===== src/rtl/wb_cmd_master.sv =====
// Single-outstanding Wishbone B4 pipelined master.
// Takes read/write commands on a valid/ready port, runs one bus cycle per
// command, and returns a one-cycle response strobe carrying read data or an
// error/timeout status. A watchdog aborts cycles the slave never completes.
module wb_cmd_master #(
    parameter int unsigned TIMEOUT_CYCLES = 255
) (
    input  logic        i_clk,
    input  logic        i_reset,
    // command port
    input  logic        i_cmd_valid,
    output logic        o_cmd_ready,
    input  logic        i_cmd_we,
    input  logic [29:0] i_cmd_addr,
    input  logic [31:0] i_cmd_data,
    input  logic [3:0]  i_cmd_sel,
    // wishbone master port
    output logic        o_wb_cyc,
    output logic        o_wb_stb,
    output logic        o_wb_we,
    output logic [29:0] o_wb_addr,
    output logic [31:0] o_wb_data,
    output logic [3:0]  o_wb_sel,
    input  logic        i_wb_stall,
    input  logic        i_wb_ack,
    input  logic        i_wb_err,
    input  logic [31:0] i_wb_data,
    // response port
    output logic        o_rsp_valid,
    output logic [31:0] o_rsp_data,
    output logic        o_rsp_err,
    output logic        o_rsp_timeout
);

    localparam int unsigned ADDR_W = 30;
    localparam int unsigned DATA_W = 32;
    localparam int unsigned SEL_W  = 4;
    localparam int unsigned TMR_W  = 16;

    // Last timer value before the watchdog fires: the cycle is aborted on the
    // edge where TIMEOUT_CYCLES clocks have been spent in REQ/WAIT.
    localparam logic [TMR_W-1:0] TMR_LAST = TMR_W'(TIMEOUT_CYCLES - 1);

    typedef enum logic [1:0] {
        S_IDLE = 2'd0,
        S_REQ  = 2'd1,
        S_WAIT = 2'd2,
        S_RSP  = 2'd3
    } state_t;

    typedef struct packed {
        logic              we;
        logic [ADDR_W-1:0] addr;
        logic [DATA_W-1:0] data;
        logic [SEL_W-1:0]  sel;
    } wb_req_t;

    state_t            state;
    state_t            state_nx;
    wb_req_t           req_q;
    wb_req_t           req_nx;
    logic [TMR_W-1:0]  timer;
    logic [TMR_W-1:0]  timer_nx;

    logic              cyc_nx;
    logic              stb_nx;
    logic              ready_nx;
    logic              rsp_valid_nx;
    logic [DATA_W-1:0] rsp_data_nx;
    logic              rsp_err_nx;
    logic              rsp_timeout_nx;

    logic              done_c;
    logic              timeout_c;

    // Slave completion and watchdog expiry as seen on this edge.
    always_comb begin
        done_c    = i_wb_ack | i_wb_err;
        timeout_c = (timer >= TMR_LAST);
    end

    // Next-state and next-output decode; every output is registered below.
    always_comb begin
        state_nx       = state;
        req_nx         = req_q;
        timer_nx       = timer;
        cyc_nx         = 1'b0;
        stb_nx         = 1'b0;
        ready_nx       = 1'b0;
        rsp_valid_nx   = 1'b0;
        rsp_data_nx    = DATA_W'(0);
        rsp_err_nx     = 1'b0;
        rsp_timeout_nx = 1'b0;

        case (state)
            S_IDLE: begin
                ready_nx = 1'b1;
                if (i_cmd_valid) begin
                    req_nx.we   = i_cmd_we;
                    req_nx.addr = i_cmd_addr;
                    req_nx.data = i_cmd_data;
                    req_nx.sel  = i_cmd_sel;
                    timer_nx    = TMR_W'(0);
                    cyc_nx      = 1'b1;
                    stb_nx      = 1'b1;
                    ready_nx    = 1'b0;
                    state_nx    = S_REQ;
                end
            end

            S_REQ, S_WAIT: begin
                timer_nx = (timer == {TMR_W{1'b1}}) ? timer : timer + TMR_W'(1);
                cyc_nx   = 1'b1;
                // Strobe stays up only while the slave keeps stalling it.
                stb_nx   = (state == S_REQ) && i_wb_stall;
                state_nx = stb_nx ? S_REQ : S_WAIT;
                if (done_c) begin
                    // Completion beats the watchdog on the same edge; err beats ack.
                    state_nx     = S_RSP;
                    cyc_nx       = 1'b0;
                    stb_nx       = 1'b0;
                    rsp_valid_nx = 1'b1;
                    rsp_err_nx   = i_wb_err;
                    if (!i_wb_err && !req_q.we) begin
                        rsp_data_nx = i_wb_data;
                    end
                end else if (timeout_c) begin
                    state_nx       = S_RSP;
                    cyc_nx         = 1'b0;
                    stb_nx         = 1'b0;
                    rsp_valid_nx   = 1'b1;
                    rsp_err_nx     = 1'b1;
                    rsp_timeout_nx = 1'b1;
                end
            end

            S_RSP: begin
                ready_nx = 1'b1;
                state_nx = S_IDLE;
            end

            default: begin
                ready_nx = 1'b1;
                state_nx = S_IDLE;
            end
        endcase
    end

    // State register.
    always_ff @(posedge i_clk or posedge i_reset) begin
        if (i_reset) begin
            state <= S_IDLE;
        end else begin
            state <= state_nx;
        end
    end

    // Registered bus request, watchdog timer and port outputs.
    always_ff @(posedge i_clk or posedge i_reset) begin
        if (i_reset) begin
            req_q         <= '0;
            timer         <= TMR_W'(0);
            o_cmd_ready   <= 1'b1;
            o_wb_cyc      <= 1'b0;
            o_wb_stb      <= 1'b0;
            o_rsp_valid   <= 1'b0;
            o_rsp_data    <= DATA_W'(0);
            o_rsp_err     <= 1'b0;
            o_rsp_timeout <= 1'b0;
        end else begin
            req_q         <= req_nx;
            timer         <= timer_nx;
            o_cmd_ready   <= ready_nx;
            o_wb_cyc      <= cyc_nx;
            o_wb_stb      <= stb_nx;
            o_rsp_valid   <= rsp_valid_nx;
            o_rsp_data    <= rsp_data_nx;
            o_rsp_err     <= rsp_err_nx;
            o_rsp_timeout <= rsp_timeout_nx;
        end
    end

    // Bus request fields come straight from the latched command, so they hold
    // for the whole cycle.
    always_comb begin
        o_wb_we   = req_q.we;
        o_wb_addr = req_q.addr;
        o_wb_data = req_q.data;
        o_wb_sel  = req_q.sel;
    end

endmodule


===== config.mk =====
export PLATFORM = sky130hd
export DESIGN_NAME = wb_cmd_master
export DESIGN_NICKNAME = d
export VERILOG_FILES = /design/src/rtl/wb_cmd_master.sv
export SDC_FILE = /design/constraint.sdc
export NUM_CORES = 1
export LEC_CHECK = 0
export ABC_AREA = 1
export CAP_MARGIN = 20
export CORE_MARGIN = 1.5
export CORE_UTILIZATION = 35
export DETAILED_ROUTE_END_ITERATION = 10
export PLACE_DENSITY = 0.67
export RECOVER_POWER = 25
export SLEW_MARGIN = 40
export SYNTH_ARGS = -nofsm -noshare
export SYNTH_HDL_FRONTEND = slang
export SYNTH_SLANG_ARGS = --single-unit

===== constraint.sdc =====
create_clock -name i_clk -period 4.6 [get_ports i_clk]
set_input_delay 0.46 -clock i_clk [delete_from_list [all_inputs] [get_ports i_clk]]
set_output_delay 0.46 -clock i_clk [all_outputs]
set_load 0.01 [all_outputs]

Word-level counts from Yosys, hierarchy flattened
Cells that the tools add are included.
{"block": "classes", "add_sub_neg": 1, "n_lt_le_gt_ge": 1, "n_eq_ne": 6, "mux": 27, "n_bitwise": 1, "n_reduce_logical": 9}
{"operator": "2-to-1 mux 32 bit", "n": 3}
{"operator": "2-to-1 mux 16 bit", "n": 2}
{"operator": "one-hot mux 16 bit (2 select lines)", "n": 1}
{"operator": "adder 16 x 1 -> 16 bit, second input constant", "n": 1}
{"operator": "== test 16 bit, second input constant", "n": 1}
{"operator": ">= comparator 16 x 8 -> 1 bit, second input constant", "n": 1}
{"operator": "2-to-1 mux 1 bit", "n": 13}
{"operator": "2-to-1 mux 2 bit", "n": 4}
{"operator": "one-hot mux 1 bit (2 select lines)", "n": 3}
{"operator": "one-hot mux 2 bit (3 select lines)", "n": 1}
{"operator": "== test 2 bit, second input constant", "n": 2}
{"operator": "inequality test 2 bit, second input constant", "n": 2}
{"operator": "AND reduction 3 bit", "n": 1}
{"operator": "== test 2 x 1 -> 1 bit, second input constant", "n": 1}
{"operator": "logical AND 1 bit", "n": 2}
{"operator": "logical NOT 1 bit", "n": 2}
{"operator": "logical NOT 2 bit", "n": 1}
{"operator": "AND reduction 2 bit", "n": 1}
{"operator": "nonzero test 2 bit", "n": 1}
{"operator": "OR reduction 2 bit", "n": 1}
{"operator": "bitwise OR 1 bit", "n": 1}
{"block": "word_totals", "reg_bits": 123, "in_bits": 105, "output_inout_bits": 105, "wordCells": 58}

Longest topological paths before layout
Gate-level depths: netlist of run 1.
{"block": "depth", "word_depth": 6, "depth_mapped": 10, "mapped_depth_nobuf": 10}

Least setup slack after synthesis of run 1
OpenSTA, ideal clock, no wires.
{"block": "synth_path", "path_kind": "reg2reg", "from": "register state[0]", "to": "register req_q (netlist bit o_wb_data[0])", "setup_time_ns": 0.125, "arrival_time_ns": 1.515, "t_required_ns": 4.475, "slack_ns": 2.961, "stages_incl_launch_ff": 7, "n_path_buf": 2, "period_less_slack_ns": 1.639, "path_cell_list": "dfrtp_1 inv_1 ha_1 nand2_1 buf_2 buf_2 mux2_2"}
{"block": "synth_via", "elab_chain_len": 2}
{"element": "from (decl)", "line_no": "58", "text": "state_t state;"}
{"element": "from (signal assigned)", "line_no": "154", "text": "state <= state_nx;"}
{"element": "logical NOT 2 bit", "line_no": "95", "text": "case (state)"}
{"element": "AND reduction 2 bit (no source line)"}
{"element": "to (signal assigned)", "line_no": "171", "text": "req_q <= req_nx;"}
{"element": "to (decl)", "line_no": "60", "text": "wb_req_t req_q;"}
Every way passes these cells.
A chain may end at the register's enable or synchronous reset.

==> run metrics, run 1 <==
Peak supply drop 303 uV; drt wl/cell 16.0 um; max_slew headroom -72.2%; Root Driver clkbuf_16; Internal 0.00353 W; share of layout cells above drive strength 1 19.1%; fin crit share 63.1%; PD cells 630 nW/um2; width of the die 124 um; YS warnings 0; Seq pwr share 32.8%; Clock Latency Late Sink 0.42 ns; adder-cell share of the synthesized area 1.47%; RSZ-0062 raised after global routing false; grt ovf 0; pin count of the biggest net entering global routing 58; Total Routed Length 13,400 um; chip height 124 um; Mapped Area 5110 um2; P_leak 3.47 nW; Max Slew Vio Count 58; Clock Pin Slew Worst Setup and Hold Paths 0.05 ns; drc violations 0; Psw 0.00152 W; DRT met1 WL 4970 um; first-pass GRT wire length 20,500 um; Yosys cell types 29; setup slack at placement 2.08 ns; Critical Path Sink Type async pin; worst path cell trace dlygate4sd3_1, clkinvlp_2, clkbuf_2; combinational power share 38.3%; Fin Clk Skew 0.00599 ns; NumNets Final 755; clock share of power 28.9%; DR pass1 iterations 4; CTS tree yes; number of fill cells 1,188; vias in the first global route 4,135; FMAX 0.345 GHz; Crit Path Category input port to async pin; top sig layer met4; Setup WS post-layout 1.70 ns; Tightest Hold Check Type flop to flop; GP Congestion 0.908; GRT Util Overall 18.1%; setup TNS 0 ns; # IOs 210; Antenna Nets Post-Route 0; largest family of logic cells by synthesized area simple AND/OR/NAND/NOR gates; CP Launch Type input port; Met2 Wirelength 6560 um; fin crit period 2.90 ns; final setup vio count 0; mux contribution to synthesized area 14.8%; status finished with violations; # resized after CTS 0; ANT cells 0; initial antenna violation count 0; input/output buffers 209; Worst Max-Slew Pin Slew 2.57 ns; Core Area 14,100 um2; CTS buffer count 17; critical path fanouts, max 57; max-cap viol count 1; slowest stage delay, CP 1.47 ns; #FFs+latches synth 123; Post-CTS Hold Fix Bufs 0; CP Data Required Time 5.06 ns; DR vias/cell 4.68; failing checks capacitance limit, slew limit; initial core utilization 36.3%; switch share 30.1%; Post-Synth Simple-Gate Area 16.0%; Post-Synth XOR/XNOR Area 1.20%; die area 15,300 um2; Crit-path slowest cell clkinvlp_2; Compound-Gate Fraction of Synth Area 2.37%; dpl hpwl 9670 um; Post-Syn Nets 541; H-tree Lvls 4; # Post-CTS Setup Buffers 0; final hold viol count 0; Bufs on Longest Clock Path 2; Syn Area/Cell 11.9 um2; Site Rows 43; Seq/Total Area, Yosys 60.2%; area grow syn2layout 56.8%; Worst EP arrival 3.36 ns; cells after synthesis 430; CTS sink cnt 123; DR vias 3,912; initial drt markers 167; DR WL met3 1460 um
## state kept, by name, indices dropped and copies added (netlist names), 2 cells and up
name        flops
timer          16
state           2
o_wb_sel        4
o_wb_addr      30
o_rsp_data     32
o_wb_data      32
## area by class of cell
| cell class | count | area, um2 | share of cell area (%) |
|---|---|---|---|
| clock buffers | 25 | 526 | 6.55 |
| inverters | 26 | 98.8 | 1.23 |
| repair buffers | 213 | 2120 | 26.4 |
| multi-input cells | 263 | 1840 | 23.0 |
| flip-flops and latches | 123 | 3080 | 38.4 |
| well taps | 180 | 225 | 2.81 |
| clock inverters | 6 | 130 | 1.62 |
## routing by layer
layer  global-route usage [%]  vias up
met1                     19.5     1859
met4                     9.27        0
met3                     8.15       27
li1                         -     1851
met5                        0        -
met2                     30.0      175
## path summary, 6_finish.rpt
| path | from | end | slack [ns] | cells after the start |
|---|---|---|---|---|
| max in group i_clk | state[0]$_DFFE_PP0N_ | timer[14]$_DFFE_PP0P_ | 2.07 | 8 |
| min in group asynchronous | i_reset | o_wb_addr[19]$_DFFE_PP0P_ | 1.21 | 2 |
| hold / removal | o_wb_addr[10]$_DFFE_PP0P_ | o_wb_addr[10]$_DFFE_PP0P_ | 0.50 | 1 |
| setup reg to reg | state[0]$_DFFE_PP0N_ | timer[14]$_DFFE_PP0P_ | 2.07 | 8 |
| hold reg to reg | o_wb_addr[10]$_DFFE_PP0P_ | o_wb_addr[10]$_DFFE_PP0P_ | 0.50 | 1 |
| setup / recovery | i_reset | o_rsp_data[0]$_DFF_PP0_ | 1.70 | 3 |
## power by group through the flow
stage | combinational, W | clock (W) | sequential, W
after floorplan | 0.000793 | 0 | 0.00184
after global placement | 0.00191 | 0 | 0.00166
after detailed placement | 0.00195 | 0 | 0.00168
after CTS | 0.00196 | 0.00149 | 0.00166
after global routing | 0.00210 | 0.00154 | 0.00171
final | 0.00193 | 0.00146 | 0.00166
## metrics by stage
stage	power, W	instances	area (um2)	util [%]	hold slack, ns
floorplan	0.00263	430	5110	-	0.504
global placement	0.00357	805	7360	52.2	0.488
detailed placement	0.00363	805	7370	52.3	0.492
CTS	0.00511	836	8020	56.9	0.504
global route	0.00534	836	8020	56.9	0.510
finish	0.00505	836	8020	56.9	0.501
## cell usage after synthesis (all sizes together)
cell    count  area [um2]
nand2      71         287
a21oi       1        8.76
clkbuf      7        26.3
inv        26        97.6
nor2       37         156
o21ai      16         106
dfstp       1        26.3
or2         1        6.26
mux2       67         754
nor3b      32         240
ha          6        75.1
xor2        6        52.6
nand4       5        31.3
nand3      17        85.1
buf        11        80.1
a31oi       1        6.26
dfrtp     122        3050
xnor2       1        8.76
nand3b      1        7.51
nor3        1        5.00
## layout by cell type (no fill, tap or decap), drive strengths merged
cell / count
clkinvlp: 1
or2: 1
dfstp: 1
nand3: 17
dfrtp: 122
nand3b: 1
nand2: 71
bufinv: 4
xor2: 6
clkdlybuf4s50: 208
o21ai: 16
dlygate4sd3: 1
xnor2: 1
nand4: 5
clkbuf: 26
a21oi: 1
inv: 25
clkinv: 2
mux2: 67
nor3: 1
a31oi: 1
ha: 6
nor3b: 32
buf: 3
nor2: 37
## worst max-delay path: cells and delay by family
family	cells	cell delay [ns]
buffers and inverters	3	2.86
## kinds of logic (layout without fill, tap and decap cells)
family | Yosys count | in the layout
AND/OR/NAND/NOR | 165 | 165
adder cells (fa/ha/maj) | 6 | 6
flip-flops | 123 | 123
multiplexers | 67 | 67
buffers and inverters | 44 | 270
XOR/XNOR | 7 | 7
AO/OA/AOI/OAI | 18 | 18
(Power assumes the default switching activity.)
==> run 2: changes to the inputs <==
PLACE_DENSITY = 0.7   (was 0.67)
clock period = 2.58 ns   (was 4.6 ns; I/O delays follow)
==> run 2 against run 1 <==
The flow now finishes without violations. Count of clock-buffer cells in the layout decreased by 4. Non-clock buffer count increased by 5. Wire length down 2.5%. Worst hold slack got worse by 0.15 ns. Sequential share of layout area is 0.26 points lower. Clock power up 79%. Sequential power increased by 78%. Clock skew about the same. Largest cell class unchanged.
==> run metrics, run 2 (synthesis results as in run 1) <==
drt wl/cell 15.5 um; placed insts 809; # resized after CTS 0; CTS sink cnt 123; final setup vio count 0; switch share 29.8%; pin count of the biggest net entering global routing 56; Clock Latency Late Sink 0.40 ns; die area 15,300 um2; Clock Pin Slew Worst Setup and Hold Paths 0.05 ns; commonest cells after routing, fill and taps aside clkdlybuf4s50_1 (208), dfrtp_1 (122), mux2_2 (67); fin crit period 1.92 ns; chip height 124 um; NumNets Final 760; Max Slew Vio Count 0; Core Area 14,100 um2; max_slew headroom 21.3%; RSZ-0062 raised after global routing false; Crit Path Category flop to flop; area grow syn2layout 57.9%; Setup WS post-layout 0.661 ns; dpl hpwl 9390 um; Multi-input gate area 1840 um2; initial core utilization 36.3%; Met2 Wirelength 6280 um; Peak supply drop 573 uV; CP Launch Type flop; CTS buffer count 17; worst r2r src state[0]$_DFFE_PP0N_; critical path fanouts, max 22; area post-placement 7430 um2; non-filler cells, final 842; DR vias 3,947; R2R setup slack 0.66 ns; most common cell after layout, fill and taps aside clkdlybuf4s50_1; number of fill cells 1,162; DR vias/cell 4.69; input/output buffers 209; Post-CTS Hold Fix Bufs 0; reg2reg end timer[5]$_DFFE_PP0P_; fin crit share 74.4%; Fin Clk Skew 0.00588 ns; H-tree Lvls 4; P_leak 3.49 nW; drc violations 0; Crit-path slowest cell dfrtp_1; CP delay by family, top simple AND/OR/NAND/NOR gates; # Post-CTS Setup Buffers 0; CTS tree yes; DR WL met3 1650 um; setup TNS 0 ns; final hold viol count 0; first-pass GRT wire length 19,700 um; FMAX 0.521 GHz; width of the die 124 um; vias in the first global route 4,031; PD cells 1120 nW/um2; share of layout cells above drive strength 1 19.5%; GP Congestion 0.889; Seq pwr share 32.7%; Internal 0.00635 W; Register-to-Register Path Depth 10; DR pass1 iterations 5; Worst EP arrival 2.21 ns; Psw 0.00270 W; grt ovf 0; Tightest Hold Check Type input port to async pin; initial antenna violation count 0; combinational power share 38.4%; Final Instance Area 8080 um2; DRT met1 WL 4880 um; worst path cell trace inv_1, ha_1, buf_4, nand3_1, nor2_1, nand2_2, nand2_4, inv_2, nand2_1, o21ai_1; status finished, final reports clean; total chip power 0.00905 W; CP Data Required Time 2.87 ns; slowest stage delay, CP 0.39 ns; Total Routed Length 13,000 um; Root Driver clkbuf_16; Bufs on Longest Clock Path 2; setup slack at placement 0.588 ns; initial drt markers 164; Antenna Nets Post-Route 0; ANT cells 0; Critical Path Sink Type flop; register area 3080 um2; max-cap viol count 0; clock share of power 28.9%; GRT Util Overall 16.9%; # IOs 210; top sig layer met4; Site Rows 43; CP bufs+invs 3; Worst Max-Slew Pin Slew 1.18 ns
run 2: per-layer routing:
metal	vias up	track usage, %
li1	1861	-
met1	1881	18.0
met2	190	28.7
met3	15	8.42
met4	0	6.25
met5	-	0
run 2: worst max path at each step:
stage,from,end,slack (ns),depth (start not counted)
6_report,state[0]$_DFFE_PP0N_,timer[5]$_DFFE_PP0P_,0.66,10
5_1_grt,i_reset,o_wb_addr[24]$_DFFE_PP0P_,0.42,4
4_1_cts,state[0]$_DFFE_PP0N_,timer[5]$_DFFE_PP0P_,0.64,10
3_5_place_dp,i_cmd_valid,o_wb_data[23]$_DFFE_PP0P_,0.59,4
3_3_place_gp,i_cmd_valid,o_wb_addr[8]$_DFFE_PP0P_,0.62,4
2_1_floorplan,i_reset,o_rsp_data[0]$_DFF_PP0_,0.81,1
run 2: power by group through the flow:
stage	combinational, W	sequential [W]	clock (W)
detailed placement	0.00350	0.00300	0
CTS	0.00352	0.00297	0.00268
finish	0.00347	0.00296	0.00262
global route	0.00377	0.00306	0.00275
global placement	0.00343	0.00298	0
floorplan	0.00141	0.00328	0
run 2: cell type report:
class                           count  share of cell area (%)
Multi-Input combinational cell    263                    22.7
Tap cell                          180                    2.79
Sequential cell                   123                    38.1
Inverter                           26                    1.22
Clock inverter                     11                    2.36
Clock buffer                       21                    5.83
Timing Repair Buffer              218                    26.9
run 2: metrics by stage:
step / hold slack [ns] / util (%)
2_1_floorplan: 0.379 / -
3_3_place_gp: 0.487 / 52.7
3_5_place_dp: 0.492 / 52.7
4_1_cts: 0.360 / 57.4
5_1_grt: 0.365 / 57.3
6_report: 0.354 / 57.3
==> run 3: changes to the inputs <==
PLACE_DENSITY = 0.67   (was 0.7)
clock period = 1.9 ns   (was 2.58 ns; I/O delays follow)
==> run 3 against run 2 <==
Wire length is 1.8% lower. Clock skew fell by 0.00070 ns. Via count fell by 0.15%. Sequential share of layout area up 0.16 points. Critical path depth fell by 4. Sequential power increased by 35%. Worst hold slack worse by 0.11 ns. Count of clock-buffer cells in the layout up 5. Combinational power is 41% higher.
==> run metrics, run 3 (synthesis results as in run 1) <==
Final Util 57.0%; R2R setup slack 0.18 ns; Crit Path Category flop to flop; RSZ-0062 raised after global routing false; DR vias 3,941; Post-CTS Hold Fix Bufs 0; status finished, final reports clean; Critical Path Sink Type flop; Clock Latency Late Sink 0.41 ns; Peak supply drop 1130 uV; commonest cells after routing, fill and taps aside clkdlybuf4s50_1 (208), dfrtp_1 (122), mux2_2 (67); # Post-CTS Setup Buffers 0; CP Data Required Time 2.20 ns; pin count of the biggest net entering global routing 57; fin crit period 1.72 ns; Site Rows 43; vias in the first global route 4,039; Root Driver clkbuf_16; max-cap viol count 0; crit path launch state[0]$_DFFE_PP0N_; CTS tree yes; Crit-path slowest cell dfrtp_1; PD cells 1500 nW/um2; initial antenna violation count 0; # resized after CTS 0; die area 15,300 um2; chip height 124 um; share of layout cells above drive strength 1 19.6%; # IOs 210; drc violations 0; CTS buffer count 17; input/output buffers 209; DR vias/cell 4.67; fin crit share 90.4%; drt wl/cell 15.2 um; ANT cells 0; slowest stage delay, CP 0.40 ns; FMAX 0.582 GHz; Max Slew Vio Count 0; setup TNS 0 ns; area grow syn2layout 57.3%; H-tree Lvls 4; Antenna Nets Post-Route 0; Bufs on Longest Clock Path 2; worst path cell trace inv_1, ha_1, buf_4, nand4_1, o21ai_0, nand2_1; dpl hpwl 9450 um; critical path fanouts, max 12; width of the die 124 um; CP delay by family, top flip-flops; Worst EP arrival 2.01 ns; GRT Util Overall 17.2%; P_leak 3.48 nW; Tightest Hold Check Type input port to async pin; number of fill cells 1,181; Clock Pin Slew Worst Setup and Hold Paths 0.05 ns; final hold viol count 0; worst r2r src state[0]$_DFFE_PP0N_; Fin Clk Skew 0.00518 ns; Worst Max-Slew Pin Slew 0.761 ns; initial core utilization 36.3%; Core Area 14,100 um2; max_slew headroom 49.3%; CTS sink cnt 123; CP bufs+invs 2; Total Routed Length 12,800 um; first-pass GRT wire length 19,700 um; grt ovf 0; GP Congestion 0.923; initial drt markers 162; final setup vio count 0; DR pass1 iterations 4; most common cell after layout, fill and taps aside clkdlybuf4s50_1; CP Launch Type flop; NumNets Final 761
-- run 3: metrics by stage --
step / hold WS, ns / cells / instance area, um2 / setup slack (ns) / total power, W
2_1_floorplan: 0.311 / 430 / 5120 / 0.200 / 0.00637
3_3_place_gp: 0.485 / 811 / 7480 / 0.286 / 0.00883
3_5_place_dp: 0.493 / 811 / 7480 / 0.215 / 0.00898
4_1_cts: 0.103 / 843 / 8090 / 0.186 / 0.0123
5_1_grt: 0.269 / 843 / 8040 / 0.0494 / 0.0128
6_report: 0.241 / 843 / 8040 / 0.182 / 0.0121
-- run 3: metal layers --
layer  share of wire (%)  vias to the layer above  track usage, %
li1                    -                     1861               -
met5                   0                        -               0
met1                  39                     1885            19.1
met4                 2.0                        0            6.90
met3                  11                       19            8.79
met2                  48                      176            27.9
-- run 3: path summary, 6_finish.rpt --
kind | cells past startpoint | end
min in group i_clk | 2 | o_rsp_data[28]$_DFF_PP0_
worst min register to register | 1 | o_wb_addr[16]$_DFFE_PP0P_
worst max-delay path | 6 | state[0]$_DFFE_PP0N_
max in group asynchronous | 3 | o_wb_sel[3]$_DFFE_PP0P_
worst min-delay path | 2 | o_rsp_data[24]$_DFF_PP0_
worst max register to register | 6 | state[0]$_DFFE_PP0N_
-- run 3: worst reg2reg max path: cells and delay by family (launching register included) --
| family | cells | cell delay [ns] |
|---|---|---|
| AOI/OAI and AO/OA | 1 | 0.26 |
| and+or+nand+nor | 2 | 0.30 |
| DFF | 1 | 0.40 |
| adders and majority gates | 1 | 0.35 |
| buffers and inverters | 2 | 0.30 |
-- run 3: final cells by class --
| class | instances | area (um2) | area share (%) |
|---|---|---|---|
| clock inverter | 6 | 82.6 | 1.03 |
| multi-input combinational | 263 | 1840 | 22.8 |
| clock buffer | 26 | 519 | 6.46 |
| sequential | 123 | 3080 | 38.3 |
| inverter | 26 | 98.8 | 1.23 |
| tap | 180 | 225 | 2.80 |
| timing repair buffer | 219 | 2200 | 27.4 |
-- run 3: report_power, final --
group          internal [W]  switching [W]  leakage [nW]
logic               0.00274        0.00214          1.63
registers           0.00356       0.000432          1.56
clock network       0.00213        0.00109         0.296
total               0.00843        0.00366          3.48
